`config.mk`:
```
export PLATFORM = sky130hd
export DESIGN_NAME = button_event_decoder_flat
export DESIGN_NICKNAME = d
export VERILOG_FILES = /design/src/rtl/button_event_decoder_pkg.sv /design/src/rtl/button_event_decoder_if.sv /design/src/rtl/button_event_decoder.sv /design/src/flat_wrapper.sv
export SDC_FILE = /design/constraint.sdc
export NUM_CORES = 1
export LEC_CHECK = 0
export ABC_AREA = 1
export CAP_MARGIN = 5
export CORE_UTILIZATION = 50
export DETAILED_ROUTE_END_ITERATION = 7
export DONT_BUFFER_PORTS = 1
export HOLD_SLACK_MARGIN = 0.12
export PLACE_DENSITY_LB_ADDON = 0.08
export SLEW_MARGIN = 20
export SYNTH_ARGS = -nofsm -noshare
export SYNTH_HDL_FRONTEND = slang
export SYNTH_SLANG_ARGS = --single-unit
```
`constraint.sdc`:
```
create_clock -name clk -period 1.6 [get_ports clk]
set_input_delay 0.08 -clock clk [delete_from_list [all_inputs] [get_ports clk]]
set_output_delay 0.08 -clock clk [all_outputs]
set_load 0.05 [all_outputs]
```
`src/rtl/button_event_decoder_pkg.sv`:
```
// rtl/button_event_decoder_pkg.sv - shared input-path types and default timing constants
package button_event_decoder_pkg;

    // Button FSM states shared by the input-path blocks
    typedef enum logic [1:0] {
        ST_IDLE    = 2'd0,
        ST_PRESSED = 2'd1,
        ST_LONG    = 2'd2
    } btn_state_e;

    // Default durations, counted in game ticks
    localparam int DEFAULT_HOLD_TICKS   = 32;
    localparam int DEFAULT_REPEAT_TICKS = 8;
    localparam int DEFAULT_CNT_W        = 6;

endpackage

```
`src/rtl/button_event_decoder_if.sv`:
```
// rtl/button_event_decoder_if.sv - button level/tick inputs and decoded event outputs
interface button_event_decoder_if;

    logic tick_en;
    logic btn_level;
    logic press;
    logic release_pulse;
    logic long_press;
    logic repeat_pulse;
    logic held;

    // Driver side: supplies level and tick, observes events
    modport master (
        output tick_en,
        output btn_level,
        input  press,
        input  release_pulse,
        input  long_press,
        input  repeat_pulse,
        input  held
    );

    // Decoder side: consumes level and tick, produces events
    modport slave (
        input  tick_en,
        input  btn_level,
        output press,
        output release_pulse,
        output long_press,
        output repeat_pulse,
        output held
    );

endinterface

```
`src/rtl/button_event_decoder.sv`:
```
// rtl/button_event_decoder.sv - turns a debounced button level into press/release/long/repeat events
module button_event_decoder
    import button_event_decoder_pkg::*;
#(
    parameter int HOLD_TICKS   = DEFAULT_HOLD_TICKS,
    parameter int REPEAT_TICKS = DEFAULT_REPEAT_TICKS,
    parameter int CNT_W        = DEFAULT_CNT_W
) (
    input  logic                   clk,
    input  logic                   rst_n,
    button_event_decoder_if.slave  bus
);

    // Terminal counts: the counter is compared against N-1 so it never wraps
    localparam logic [CNT_W-1:0] HOLD_LAST   = CNT_W'(HOLD_TICKS - 1);
    localparam logic [CNT_W-1:0] REPEAT_LAST = CNT_W'(REPEAT_TICKS - 1);

    btn_state_e       state, state_next;
    logic [CNT_W-1:0] cnt, cnt_next;
    logic             press_q, release_q, long_q, repeat_q, held_q;
    logic             press_next, release_next, long_next, repeat_next;

    // Next state, next count and event pulses; release takes priority over a tick
    always_comb begin
        state_next   = state;
        cnt_next     = cnt;
        press_next   = 1'b0;
        release_next = 1'b0;
        long_next    = 1'b0;
        repeat_next  = 1'b0;
        case (state)
            ST_IDLE: begin
                if (bus.btn_level) begin
                    state_next = ST_PRESSED;
                    cnt_next   = '0;
                    press_next = 1'b1;
                end
            end
            ST_PRESSED: begin
                if (!bus.btn_level) begin
                    state_next   = ST_IDLE;
                    cnt_next     = '0;
                    release_next = 1'b1;
                end else if (bus.tick_en) begin
                    if (cnt == HOLD_LAST) begin
                        state_next = ST_LONG;
                        cnt_next   = '0;
                        long_next  = 1'b1;
                    end else begin
                        cnt_next = cnt + CNT_W'(1);
                    end
                end
            end
            ST_LONG: begin
                if (!bus.btn_level) begin
                    state_next   = ST_IDLE;
                    cnt_next     = '0;
                    release_next = 1'b1;
                end else if (bus.tick_en) begin
                    if (cnt == REPEAT_LAST) begin
                        cnt_next    = '0;
                        repeat_next = 1'b1;
                    end else begin
                        cnt_next = cnt + CNT_W'(1);
                    end
                end
            end
            default: begin
                state_next = ST_IDLE;
                cnt_next   = '0;
            end
        endcase
    end

    // State, tick counter and registered outputs
    always_ff @(posedge clk or negedge rst_n) begin
        if (!rst_n) begin
            state     <= ST_IDLE;
            cnt       <= '0;
            press_q   <= 1'b0;
            release_q <= 1'b0;
            long_q    <= 1'b0;
            repeat_q  <= 1'b0;
            held_q    <= 1'b0;
        end else begin
            state     <= state_next;
            cnt       <= cnt_next;
            press_q   <= press_next;
            release_q <= release_next;
            long_q    <= long_next;
            repeat_q  <= repeat_next;
            held_q    <= (state_next != ST_IDLE);
        end
    end

    assign bus.press         = press_q;
    assign bus.release_pulse = release_q;
    assign bus.long_press    = long_q;
    assign bus.repeat_pulse  = repeat_q;
    assign bus.held          = held_q;

endmodule

```
`src/flat_wrapper.sv`:
```
// flat-port wrapper written by rule: the top's interface ports become plain ports
module button_event_decoder_flat import button_event_decoder_pkg::*;
#(
    parameter int HOLD_TICKS   = DEFAULT_HOLD_TICKS,
    parameter int REPEAT_TICKS = DEFAULT_REPEAT_TICKS,
    parameter int CNT_W        = DEFAULT_CNT_W
)
  (clk, rst_n, bus_tick_en, bus_btn_level, bus_press, bus_release_pulse, bus_long_press, bus_repeat_pulse, bus_held);
  button_event_decoder_if bus_i ();
  input  logic clk;
  input  logic rst_n;
  input wire logic [$bits(bus_i.tick_en)-1:0] bus_tick_en;
  input wire logic [$bits(bus_i.btn_level)-1:0] bus_btn_level;
  output wire logic [$bits(bus_i.press)-1:0] bus_press;
  output wire logic [$bits(bus_i.release_pulse)-1:0] bus_release_pulse;
  output wire logic [$bits(bus_i.long_press)-1:0] bus_long_press;
  output wire logic [$bits(bus_i.repeat_pulse)-1:0] bus_repeat_pulse;
  output wire logic [$bits(bus_i.held)-1:0] bus_held;
  assign bus_i.tick_en = bus_tick_en;
  assign bus_i.btn_level = bus_btn_level;
  assign bus_press = bus_i.press;
  assign bus_release_pulse = bus_i.release_pulse;
  assign bus_long_press = bus_i.long_press;
  assign bus_repeat_pulse = bus_i.repeat_pulse;
  assign bus_held = bus_i.held;
  button_event_decoder #(.HOLD_TICKS(HOLD_TICKS), .REPEAT_TICKS(REPEAT_TICKS), .CNT_W(CNT_W)) u_core (.clk(clk), .rst_n(rst_n), .bus(bus_i));
endmodule
```
# ---- Word-level counts from Yosys, hierarchy flattened
# Cells that the tools add are included.
dict set report op_classes {
  n_addsub 1
  n_eq_ne 7
  muxes 26
  reduce_logical 4
}
# operator n
set ops {}
lappend ops {{6-bit two-way mux} 7}
lappend ops {{6-bit one-hot mux with 3 select lines} 1}
lappend ops {{1-bit two-way mux} 12}
lappend ops {{2-bit two-way mux} 5}
lappend ops {{6-bit by 1-bit adder with 6-bit output (second input constant)} 1}
lappend ops {{6-bit by 3-bit == test with 1-bit output (second input constant)} 1}
lappend ops {{6-bit by 5-bit == test with 1-bit output (second input constant)} 1}
lappend ops {{3-bit != test (second input constant)} 2}
lappend ops {{2-bit one-hot mux with 3 select lines} 1}
lappend ops {{3-bit AND reduction} 1}
lappend ops {{2-bit by 1-bit == test with 1-bit output (second input constant)} 1}
lappend ops {{2-bit == test (second input constant)} 1}
lappend ops {{2-bit zero test} 1}
lappend ops {{2-bit != test (second input constant)} 1}
lappend ops {{2-bit nonzero test} 1}
lappend ops {{2-bit OR reduction} 1}
dict set report totals {
  ff_bits 13
  output_inout_bits 5
  word_cells 45
}

# ---- Longest topological paths before layout
# Gate-level depths: netlist of run 1.
dict set report depth {
  depth_word 6
  ltp_mapped 9
  ltp_nobuf 8
}

# ---- Worst setup path after synthesis of run 1
# OpenSTA, ideal clock, no wires.
dict set report synth_path {
  kind {reg-to-reg}
  from {reg u_core.state[0]}
  to {reg u_core.cnt[4]}
  setup_time_ns 0.114
  arrival_time_ns 1.245
  required_time_ns 1.486
  slack_ns 0.241
  stages_incl_launch_ff 10
  path_buffers 1
  cell_sequence {dfrtp_1 inv_1 ha_1 o21ai_2 nand2_2 nand2_2 buf_6 nand3b_1 nand2_1 nor2_1}
}
dict set report synth_between {
  elab_chain_cells 3
  elab_cells_between_ends 8
}
# element line
set synth_lines {}
lappend synth_lines {{start: declaration} button_event_decoder.sv:18} ;# btn_state_e state, state_next;
lappend synth_lines {{start signal: assignment} button_event_decoder.sv:86} ;# state <= state_next;
lappend synth_lines {{2-bit == test (tied with other cells)} button_event_decoder.sv:31} ;# case (state)
lappend synth_lines {{3-bit != test (no line) / 2-bit != test (equally long branches)} --}
lappend synth_lines {{3-bit AND reduction (no line)} --}
lappend synth_lines {{end signal: assignment} button_event_decoder.sv:87} ;# cnt <= cnt_next;
lappend synth_lines {{end: declaration} button_event_decoder.sv:19} ;# logic [CNT_W-1:0] cnt, cnt_next;
# Several ways; a longest one is shown, not always the timed one.
# A chain may end at the register's enable or synchronous reset.

# ---- Final worst setup path of run 1
dict set report layout_path {
  from {reg u_core.state[1]}
  to {reg u_core.cnt[2]}
}
# The elaborated chain is that of the path after synthesis.

==> results of run 1 <==
[flip-flops by register name, indices dropped and copies added (netlist names)]
| signal | cells |
|---|---|
| u_core.cnt | 6 |
| u_core.bus.release_pulse | 1 |
| u_core.bus.press | 1 |
| u_core.bus.repeat_pulse | 1 |
| u_core.state | 2 |
| u_core.bus.held | 1 |
| u_core.bus.long_press | 1 |
[layer usage]
| metal | wire [microns] | vias to the layer above | part of all wire [%] |
|---|---|---|---|
| met1 | 761 | 296 | 52 |
| met5 | 0 | - | 0 |
| li1 | - | 309 | - |
| met4 | 7 | 0 | 0.48 |
| met2 | 647 | 11 | 44 |
| met3 | 45 | 2 | 3.1 |
[per-stage QoR]
step | util [%] | worst slack [ns]
after floorplan | - | 0.2408
after global placement | 55.51 | 0.1104
after detailed placement | 55.51 | 0.05471
after CTS | 59.68 | 0.04694
after global routing | 61.08 | 0.0009003
final | 61.08 | 0.09937
[power by group through the flow]
stage,clock network (uW),logic (uW),registers (uW)
2_1_floorplan,0,261,495
3_3_place_gp,0,286,497
3_5_place_dp,0,290,498
4_1_cts,204,307,491
5_1_grt,217,381,501
6_report,196,333,491
[tightest hold or removal path: cells and delay by family]
family,cells,cell delay [ns]
AND/OR/NAND/NOR,1,0.05
AO/OA/AOI/OAI,3,0.22
[cells in the final DEF, fill, tap and decap left out, types with 3 or more instances in the layout]
master / n
dfrtp_1: 13
clkbuf_4: 3
inv_1: 16
nor2_1: 5
nand2_1: 17
a21oi_1: 8
ha_1: 5
nand3_1: 7
nand2_2: 3
dlygate4sd3_1: 3
[kinds of logic (layout without fill, tap and decap cells)]
| family | after synthesis | in the layout | share of synthesized area, % |
|---|---|---|---|
| AOI/OAI and AO/OA | 15 | 15 | 11.79 |
| adders and majority gates | 5 | 5 | 8.306 |
| buffers and inverters | 19 | 25 | 11.46 |
| DFF | 13 | 13 | 43.19 |
| and+or+nand+nor | 40 | 41 | 25.25 |
[cell type report]
| type | count | area [sq um] |
|---|---|---|
| Fill cell | 117 | 525.5 |
| Multi-Input combinational cell | 61 | 352.8 |
| Tap cell | 15 | 18.77 |
| Sequential cell | 13 | 325.3 |
| Clock buffer | 4 | 26.28 |
| Inverter | 17 | 63.81 |
| Timing Repair Buffer | 4 | 37.54 |
[final timing paths]
path | from | endpoint | cells past startpoint
max | u_core.state[1]$_DFF_PN0_ | u_core.cnt[2]$_DFFE_PN0P_ | 8
min | bus_btn_level | u_core.cnt[1]$_DFFE_PN0P_ | 4
max reg2reg | u_core.state[1]$_DFF_PN0_ | u_core.cnt[2]$_DFFE_PN0P_ | 8
min reg2reg | u_core.cnt[1]$_DFFE_PN0P_ | u_core.cnt[1]$_DFFE_PN0P_ | 2
max in group asynchronous | rst_n | u_core.cnt[5]$_DFFE_PN0P_ | 1
min in group asynchronous | rst_n | u_core.cnt[4]$_DFFE_PN0P_ | 1
[what timing repair did]
action / 4_1_cts / 5_1_grt
resized for setup: 0 / 1
hold buffers: 3 / 0
endpoints found under the hold margin: 22 / 0
setup buffers: 0 / 1
setup endpoints to repair: 0 / 4
==> impl_metrics.env, run 1 <==
export IMPL_syn_area_per_cell_sq_um=8.187
export IMPL_timing_hold_ws_ns=0.1272
export IMPL_vias=618
export IMPL_io_buffers=0
export IMPL_grt_antenna_before_repair=0
export IMPL_p_per_area_nw_per_um2=1236
export IMPL_grt_max_degree=14
export IMPL_design_power_total_uw=1020
export IMPL_setup_viol=0
export IMPL_dp_cells=105
export IMPL_netlist_area_sq_um=753.2
export IMPL_grt_use_total_pct=20.00
export IMPL_path_buf_inv=1
export IMPL_synth_cell_type_count=22
export IMPL_drive_gt1_share_pct=13.13
export IMPL_cts_tree="done"
export IMPL_ys_ff_latch=13
export IMPL_slowest_stage="dfrtp_1"
export IMPL_clockBufferDepth=2
export IMPL_numCtsBuffers=3
export IMPL_ios=9
export IMPL_synth_area_leaders="dfrtp_1, nand2_1, ha_1"
export IMPL_fin_area_sq_um=824.5
export IMPL_yosys_warnings=0
export IMPL_crit_arrival_ns=1.66
export IMPL_drt_initial_drc_count=13
export IMPL_final_hold_viol_count=0
export IMPL_yosysMostFrequentCell="nand2_1"
export IMPL_maxCapViolCount=0
export IMPL_worstPathRequired_ns=1.76
export IMPL_first_pass_iters=4
export IMPL_clock_skew_ns=0.003583
export IMPL_maxSlewHeadroom_pct=62.17
export IMPL_layout_min_cycle_time_ns=1.501
export IMPL_netlist_instances=92
export IMPL_insertion_delay_ns=0.27
export IMPL_grt_overflow_total=0
export IMPL_initial_core_util_pct=55.79
export IMPL_tns_ns=0
export IMPL_grt_pass1_vias=503
export IMPL_worstMarginPinSlew_ns=0.5656
export IMPL_reg2reg_slack_ns=0.1
export IMPL_die_height_microns=40.81
export IMPL_fin_crit_sh_pct=93.79
export IMPL_synth_ff_type="dfrtp_1"
export IMPL_switching_share_pct=42.65
export IMPL_pwr_share_comb_pct=32.7
export IMPL_dieArea_sq_um=1665
export IMPL_synth_seq_area_share_pct=43.19
export IMPL_critPathMaxStageDelay_ns=0.39
export IMPL_grt_met1_usage_pct=29.57
export IMPL_cts_max_level=1
export IMPL_path_clk_slew_ns=0.08
export IMPL_gr_usage_met2_pct=27.73
export IMPL_seqPwrFrac_pct=48.1
export IMPL_clock_root_buffer="clkbuf_4"
export IMPL_die_w_microns=40.81
export IMPL_p_int_uw=584.7
export IMPL_synth_largest_area_cell="dfrtp_1"
export IMPL_grt_pass1_wl_microns=2166
export IMPL_crit_chain="inv_1 > ha_1 > o21ai_2 > nand2_2 > nand2_4 > o21ai_0 > nand2_1 > nor2_1"
export IMPL_path_max_fanout=6
export IMPL_synth_nets=101
export IMPL_synth_edf_count=0
export IMPL_fp_coreArea_sq_um=1350
export IMPL_postRouteAntennaNets=0
export IMPL_synth_top_area_share_pct=43.19
export IMPL_routedWlPerCell_microns=12.82
export IMPL_min_path_type="input port to flip-flop"
export IMPL_cp_start_kind="flip-flop"
export IMPL_cts_sinks=13
export IMPL_syn_to_final_growth_pct=9.469
export IMPL_rows=13
export IMPL_status="completed"
export IMPL_avgViaCountPerCell=5.421
export IMPL_diodes=0
export IMPL_p_leak_uw=0.0004251
export IMPL_max_freq_ghz=0.6664
export IMPL_grt_use_met3_pct=4.348
export IMPL_crit_family="flip-flops"
export IMPL_drc_errors=0
export IMPL_async_flop_share_pct=100.0
export IMPL_nets=109
export IMPL_slew_viol_final=0
export IMPL_dpl_hpwl_microns=1060
export IMPL_p_clk_share_pct=19.2
export IMPL_critPathCaptureType="flip-flop"
export IMPL_wirelength_microns=1462
export IMPL_path_class="flip-flop to flip-flop"
export IMPL_post_dp_cell_area_sq_um=749.5
export IMPL_synthTopCellsByCount="nand2_1, inv_1, dfrtp_1"
export IMPL_final_cells=114
export IMPL_gp_congestion=0.8354
export IMPL_p_sw_uw=434.8
export IMPL_rsz0062_at_grt="no"
export IMPL_busiest_layer="met1"
export IMPL_ir_worst_vdd_v=0.0006003
Note: power is estimated with default switching activity, not from simulation.
==> inputs of run 2 (changes only) <==
- CORE_ASPECT_RATIO: unset -> 1.1
- SETUP_SLACK_MARGIN: unset -> 0.1
==> impl_metrics.env, run 2 (same netlist as run 1, synthesis figures left out) <==
export IMPL_grt_use_total_pct=20.34
export IMPL_p_leak_uw=0.0004401
export IMPL_maxCapViolCount=0
export IMPL_fp_coreArea_sq_um=1384
export IMPL_cts_sinks=13
export IMPL_gp_congestion=0.8093
export IMPL_ios=9
export IMPL_p_per_area_nw_per_um2=1266
export IMPL_fillers=108
export IMPL_critPathCaptureType="flip-flop"
export IMPL_grt_antenna_before_repair=0
export IMPL_drive_gt1_share_pct=22.55
export IMPL_seqPwrFrac_pct=44.3
export IMPL_path_max_fanout=6
export IMPL_cts_max_level=1
export IMPL_clockBufferDepth=2
export IMPL_setup_viol=0
export IMPL_grt_pass1_wl_microns=2221
export IMPL_vias=671
export IMPL_grt_pass1_vias=547
export IMPL_p_sw_uw=488.0
export IMPL_rsz0062_at_grt="no"
export IMPL_grt_max_degree=14
export IMPL_die_w_microns=39.01
export IMPL_nets=112
export IMPL_worstMarginPinSlew_ns=0.5836
export IMPL_r2r_start="u_core.state[1]$_DFF_PN0_"
export IMPL_layout_common_cells="nand2_1, inv_1, dfrtp_1"
export IMPL_diodes=0
export IMPL_first_pass_iters=4
export IMPL_reg_top3="u_core.cnt x6, u_core.state x2"
export IMPL_max_freq_ghz=0.6867
export IMPL_final_hold_viol_count=0
export IMPL_path_class="flip-flop to flip-flop"
export IMPL_p_int_uw=643.1
export IMPL_postRouteAntennaNets=0
export IMPL_cp_start_kind="flip-flop"
export IMPL_dpl_hpwl_microns=983.4
export IMPL_crit_arrival_ns=1.63
export IMPL_fin_crit_sh_pct=91.01
export IMPL_path_clk_slew_ns=0.08
export IMPL_largest_reg_flops=6
export IMPL_layout_min_cycle_time_ns=1.456
export IMPL_reg2reg_slack_ns=0.14
export IMPL_avgViaCountPerCell=5.686
export IMPL_drc_errors=0
export IMPL_syn_to_final_growth_pct=18.60
export IMPL_status="completed"
export IMPL_drt_initial_drc_count=39
export IMPL_numCtsBuffers=3
export IMPL_routedWlPerCell_microns=13.53
export IMPL_grt_met1_usage_pct=26.99
export IMPL_min_path_type="input port to async pin"
export IMPL_insertion_delay_ns=0.28
export IMPL_wirelength_microns=1596
export IMPL_rows=14
export IMPL_initial_core_util_pct=54.43
export IMPL_worstPathRequired_ns=1.78
export IMPL_die_height_microns=42.71
export IMPL_gr_usage_met2_pct=27.33
export IMPL_busiest_layer="met2"
export IMPL_tns_ns=0
export IMPL_regMostFlops="u_core.cnt"
export IMPL_maxSlewHeadroom_pct=60.97
export IMPL_grt_overflow_total=0
export IMPL_switching_share_pct=43.15
export IMPL_r2r_end="u_core.cnt[2]$_DFFE_PN0P_"
export IMPL_ff2ff_path_depth=8
export IMPL_clock_skew_ns=0.001044
export IMPL_final_common_cell="nand2_1"
export IMPL_cts_tree="done"
export IMPL_slew_viol_final=0
export IMPL_worst_slack_ns=0.1438
export IMPL_design_power_total_uw=1131
export IMPL_pwr_share_comb_pct=37.3
export IMPL_grt_use_met3_pct=4.712
export IMPL_dieArea_sq_um=1666
export IMPL_place_ws_ns=0.05347
export IMPL_p_clk_share_pct=18.4
export IMPL_clock_root_buffer="clkbuf_4"
export IMPL_ir_worst_vdd_v=0.0008226
export IMPL_io_buffers=0
-- run 2: cell count changes in the layout (fill, tap and decap cells not counted), moves of 2 or more --
cell / previous run / this run
ha_4: 0 / 2
buf_4: 1 / 4
inv_1: 16 / 14
inv_2: 1 / 3
ha_1: 5 / 2
-- run 2: how the worst max path moves through the flow --
stage	endpoint	slack, ns	start	cells after the start
final	u_core.cnt[2]$_DFFE_PN0P_	0.14	u_core.state[1]$_DFF_PN0_	8
after global routing	u_core.cnt[4]$_DFFE_PN0P_	0.08	u_core.state[1]$_DFF_PN0_	8
after CTS	u_core.cnt[2]$_DFFE_PN0P_	0.11	u_core.state[1]$_DFF_PN0_	8
after detailed placement	u_core.cnt[2]$_DFFE_PN0P_	0.05	u_core.state[0]$_DFF_PN0_	8
after global placement	u_core.cnt[2]$_DFFE_PN0P_	0.11	u_core.state[1]$_DFF_PN0_	8
after floorplan	u_core.cnt[4]$_DFFE_PN0P_	0.24	u_core.state[0]$_DFF_PN0_	9
-- run 2: stage by stage --
stage | std cells | hold WS (ns) | cell area (sq um) | util (%)
3_5_place_dp | 106 | -0.2153 | 750.7 | 54.25
2_1_floorplan | 92 | -0.2156 | 753.2 | -
6_report | 118 | 0.2330 | 893.4 | 64.56
5_1_grt | 118 | 0.2875 | 893.4 | 64.56
4_1_cts | 114 | 0.2412 | 819.5 | 59.22
3_3_place_gp | 106 | -0.2153 | 750.7 | 54.25
-- run 2: metal layers --
metal,up-vias,share of wire (%)
li1,313,-
met1,314,42
met2,35,46
met3,9,6.9
met4,0,4.6
met5,-,0
-- run 2: final cells by class --
| type | count | area [sq um] | share of cell area, % |
|---|---|---|---|
| tap | 16 | 20.02 | 2.241 |
| multi-input combinational | 61 | 397.9 | 44.54 |
| timing repair buffer | 7 | 60.06 | 6.723 |
| clock buffer | 4 | 26.28 | 2.941 |
| sequential | 13 | 325.3 | 36.41 |
| inverter | 17 | 63.81 | 7.143 |
-- run 2: worst max-delay path, cell delays in order (launching register included) --
cell     delay (ns)
dfrtp_1        0.46
inv_2          0.09
ha_4           0.18
o21ai_4        0.17
nand2_2        0.12
nand2_4        0.11
o21ai_1        0.10
nand2_1        0.08
nor2_1         0.04
-- run 2: power groups by stage --
stage	logic [uW]	registers, uW	clock network [uW]
floorplan	261	495	0
global placement	288	499	0
detailed placement	283	501	0
CTS	310	494	213
global route	475	505	229
finish	422	502	208
-- run 2: repair_timing --
action                                  CTS  global route
hold endpoints to repair                 23             0
gates cloned                              0             1
hold buffers                              3             0
resized for setup                         1            11
pin swaps                                 1             2
endpoints found under the setup margin    2             7
setup buffers                             1             3
==> inputs of run 3 (changes only) <==
--- a/config.mk
+++ b/config.mk
@@ -14,5 +14,5 @@
 export HOLD_SLACK_MARGIN = 0.12
 export PLACE_DENSITY_LB_ADDON = 0.08
-export SETUP_SLACK_MARGIN = 0.1
+export SETUP_SLACK_MARGIN = 0.15
 export SLEW_MARGIN = 20
 export SYNTH_ARGS = -nofsm -noshare
==> constraint.sdc (replaced) <==
create_clock -name clk -period 1.6 [get_ports clk]
set_input_delay 0.08 -clock clk [delete_from_list [all_inputs] [get_ports clk]]
set_output_delay 0.08 -clock clk [all_outputs]
set_load 0.01 [all_outputs]
==> impl_metrics.env, run 3 (same netlist as run 1, synthesis figures left out) <==
export IMPL_status="completed"
export IMPL_grt_pass1_wl_microns=2277
export IMPL_critPathCaptureType="flip-flop"
export IMPL_insertion_delay_ns=0.29
export IMPL_worstPathRequired_ns=1.77
export IMPL_postRouteAntennaNets=0
export IMPL_ios=9
export IMPL_layout_common_cells="inv_1, nand2_1, dfrtp_1"
export IMPL_final_hold_viol_count=0
export IMPL_wirelength_microns=1542
export IMPL_crit_arrival_ns=1.57
export IMPL_max_freq_ghz=0.7156
export IMPL_gp_congestion=0.8093
export IMPL_path_max_fanout=3
export IMPL_clock_root_buffer="clkbuf_4"
export IMPL_grt_antenna_before_repair=0
export IMPL_grt_use_total_pct=20.86
export IMPL_rsz0062_at_grt="yes"
export IMPL_p_int_uw=657.9
export IMPL_timing_hold_ws_ns=0.2195
export IMPL_cts_tree="done"
export IMPL_seqPwrFrac_pct=38.6
export IMPL_dpl_hpwl_microns=983.4
export IMPL_p_leak_uw=0.0004384
export IMPL_cp_start_kind="flip-flop"
export IMPL_avgViaCountPerCell=5.385
export IMPL_dieArea_sq_um=1666
export IMPL_nets=111
export IMPL_die_height_microns=42.71
export IMPL_slew_viol_final=0
export IMPL_worstMarginPinSlew_ns=0.5662
export IMPL_first_pass_iters=4
export IMPL_path_clk_slew_ns=0.08
export IMPL_ir_worst_vdd_v=0.0007599
export IMPL_routedWlPerCell_microns=13.18
export IMPL_cts_sinks=13
export IMPL_p_sw_uw=434.0
export IMPL_drt_initial_drc_count=38
export IMPL_maxCapViolCount=0
export IMPL_io_buffers=0
export IMPL_grt_overflow_total=0
export IMPL_layout_min_cycle_time_ns=1.397
export IMPL_maxSlewHeadroom_pct=62.13
export IMPL_vias=630
export IMPL_fp_coreArea_sq_um=1384
export IMPL_p_per_area_nw_per_um2=1192
export IMPL_drive_gt1_share_pct=29.70
export IMPL_clock_skew_ns=0.006298
export IMPL_fillers=103
export IMPL_final_common_cell="inv_1"
export IMPL_grt_pass1_vias=565
export IMPL_drc_errors=0
export IMPL_largest_reg_flops=6
export IMPL_clockBufferDepth=2
export IMPL_min_path_type="input port to async pin"
export IMPL_fin_crit_sh_pct=87.34
export IMPL_diodes=0
export IMPL_pwr_share_comb_pct=42.1
export IMPL_syn_to_final_growth_pct=21.59
export IMPL_rows=14
export IMPL_p_clk_share_pct=19.2
export IMPL_reg_top3="u_core.cnt x6, u_core.state x2"
export IMPL_grt_max_degree=14
export IMPL_cts_max_level=1
export IMPL_path_class="flip-flop to flip-flop"
export IMPL_initial_core_util_pct=54.43
export IMPL_tns_ns=0
export IMPL_numCtsBuffers=3
export IMPL_switching_share_pct=39.75
export IMPL_regMostFlops="u_core.cnt"
export IMPL_seqCellArea_sq_um=326.6
export IMPL_die_w_microns=39.01
export IMPL_multi_input_area_sq_um=422.9
export IMPL_setup_viol=0
## run 3: cell types whose count changed in the layout (fill, tap and decap cells not counted), sizes merged
cell	previous run	this run
buf	4	3
## run 3: stage by stage
stage          area, sq um  power, uW  util (%)  setup WS, ns  std cells
3_5_place_dp         750.7      703.4     54.25       0.05347        106
2_1_floorplan        753.2      676.0         -        0.2408         92
5_1_grt              915.9       1166     66.18        0.1215        117
6_report             915.9       1092     66.18        0.2025        117
3_3_place_gp         750.7      707.1     54.25        0.1119        106
4_1_cts              827.0      949.1     59.76        0.1798        115
## run 3: critical path, stage by stage (launching register included)
cell and delay (ns):
dfrtp_1 0.43, inv_2 0.08, ha_4 0.18, o21ai_4 0.21, buf_6 0.13, inv_2 0.03
nand2_2 0.05, nand2_2 0.06, nand2_2 0.06, nand2b_1 0.05
## run 3: what timing repair did
action | CTS | global route
hold endpoints to repair | 24 | 0
buffers inserted | 2 | 1
resized for setup | 2 | 21
pin swaps | 1 | 9
hold buffers | 3 | 0
cloned | 0 | 1
setup endpoints to repair | 3 | 8
## run 3: layer usage
metal  wire (microns)  share of wire [%]  GRT usage (%)
met1              701                 45          26.64
met2              721                 47          29.33
met3               70                4.5          4.712
met4               48                3.1          16.55
met5                0                  0              0
## run 3: power by group through the flow
stage | Combinational, uW | Sequential, uW | Clock (uW)
finish | 460 | 422 | 210
global route | 510 | 425 | 231
CTS | 321 | 414 | 213
detailed placement | 283 | 421 | 0
global placement | 288 | 419 | 0
floorplan | 261 | 415 | 0
## run 3: final timing paths
path	from	endpoint	slack [ns]	cells after the start
max reg2reg	u_core.state[0]$_DFF_PN0_	u_core.bus.held$_DFF_PN0_	0.20	9
max in group asynchronous	rst_n	u_core.state[1]$_DFF_PN0_	0.97	1
max	u_core.state[0]$_DFF_PN0_	u_core.bus.held$_DFF_PN0_	0.20	9
min	rst_n	u_core.cnt[2]$_DFFE_PN0P_	0.22	1
min in group clk	u_core.cnt[1]$_DFFE_PN0P_	u_core.cnt[1]$_DFFE_PN0P_	0.54	2
min reg2reg	u_core.cnt[1]$_DFFE_PN0P_	u_core.cnt[1]$_DFFE_PN0P_	0.54	2
## run 3: layout make-up
type	count	share of cell area [%]
multi-input cells	61	46.17
inverters	17	6.967
clock buffers	4	2.869
repair buffers	6	6.148
well taps	16	2.186
flip-flops and latches	13	35.66
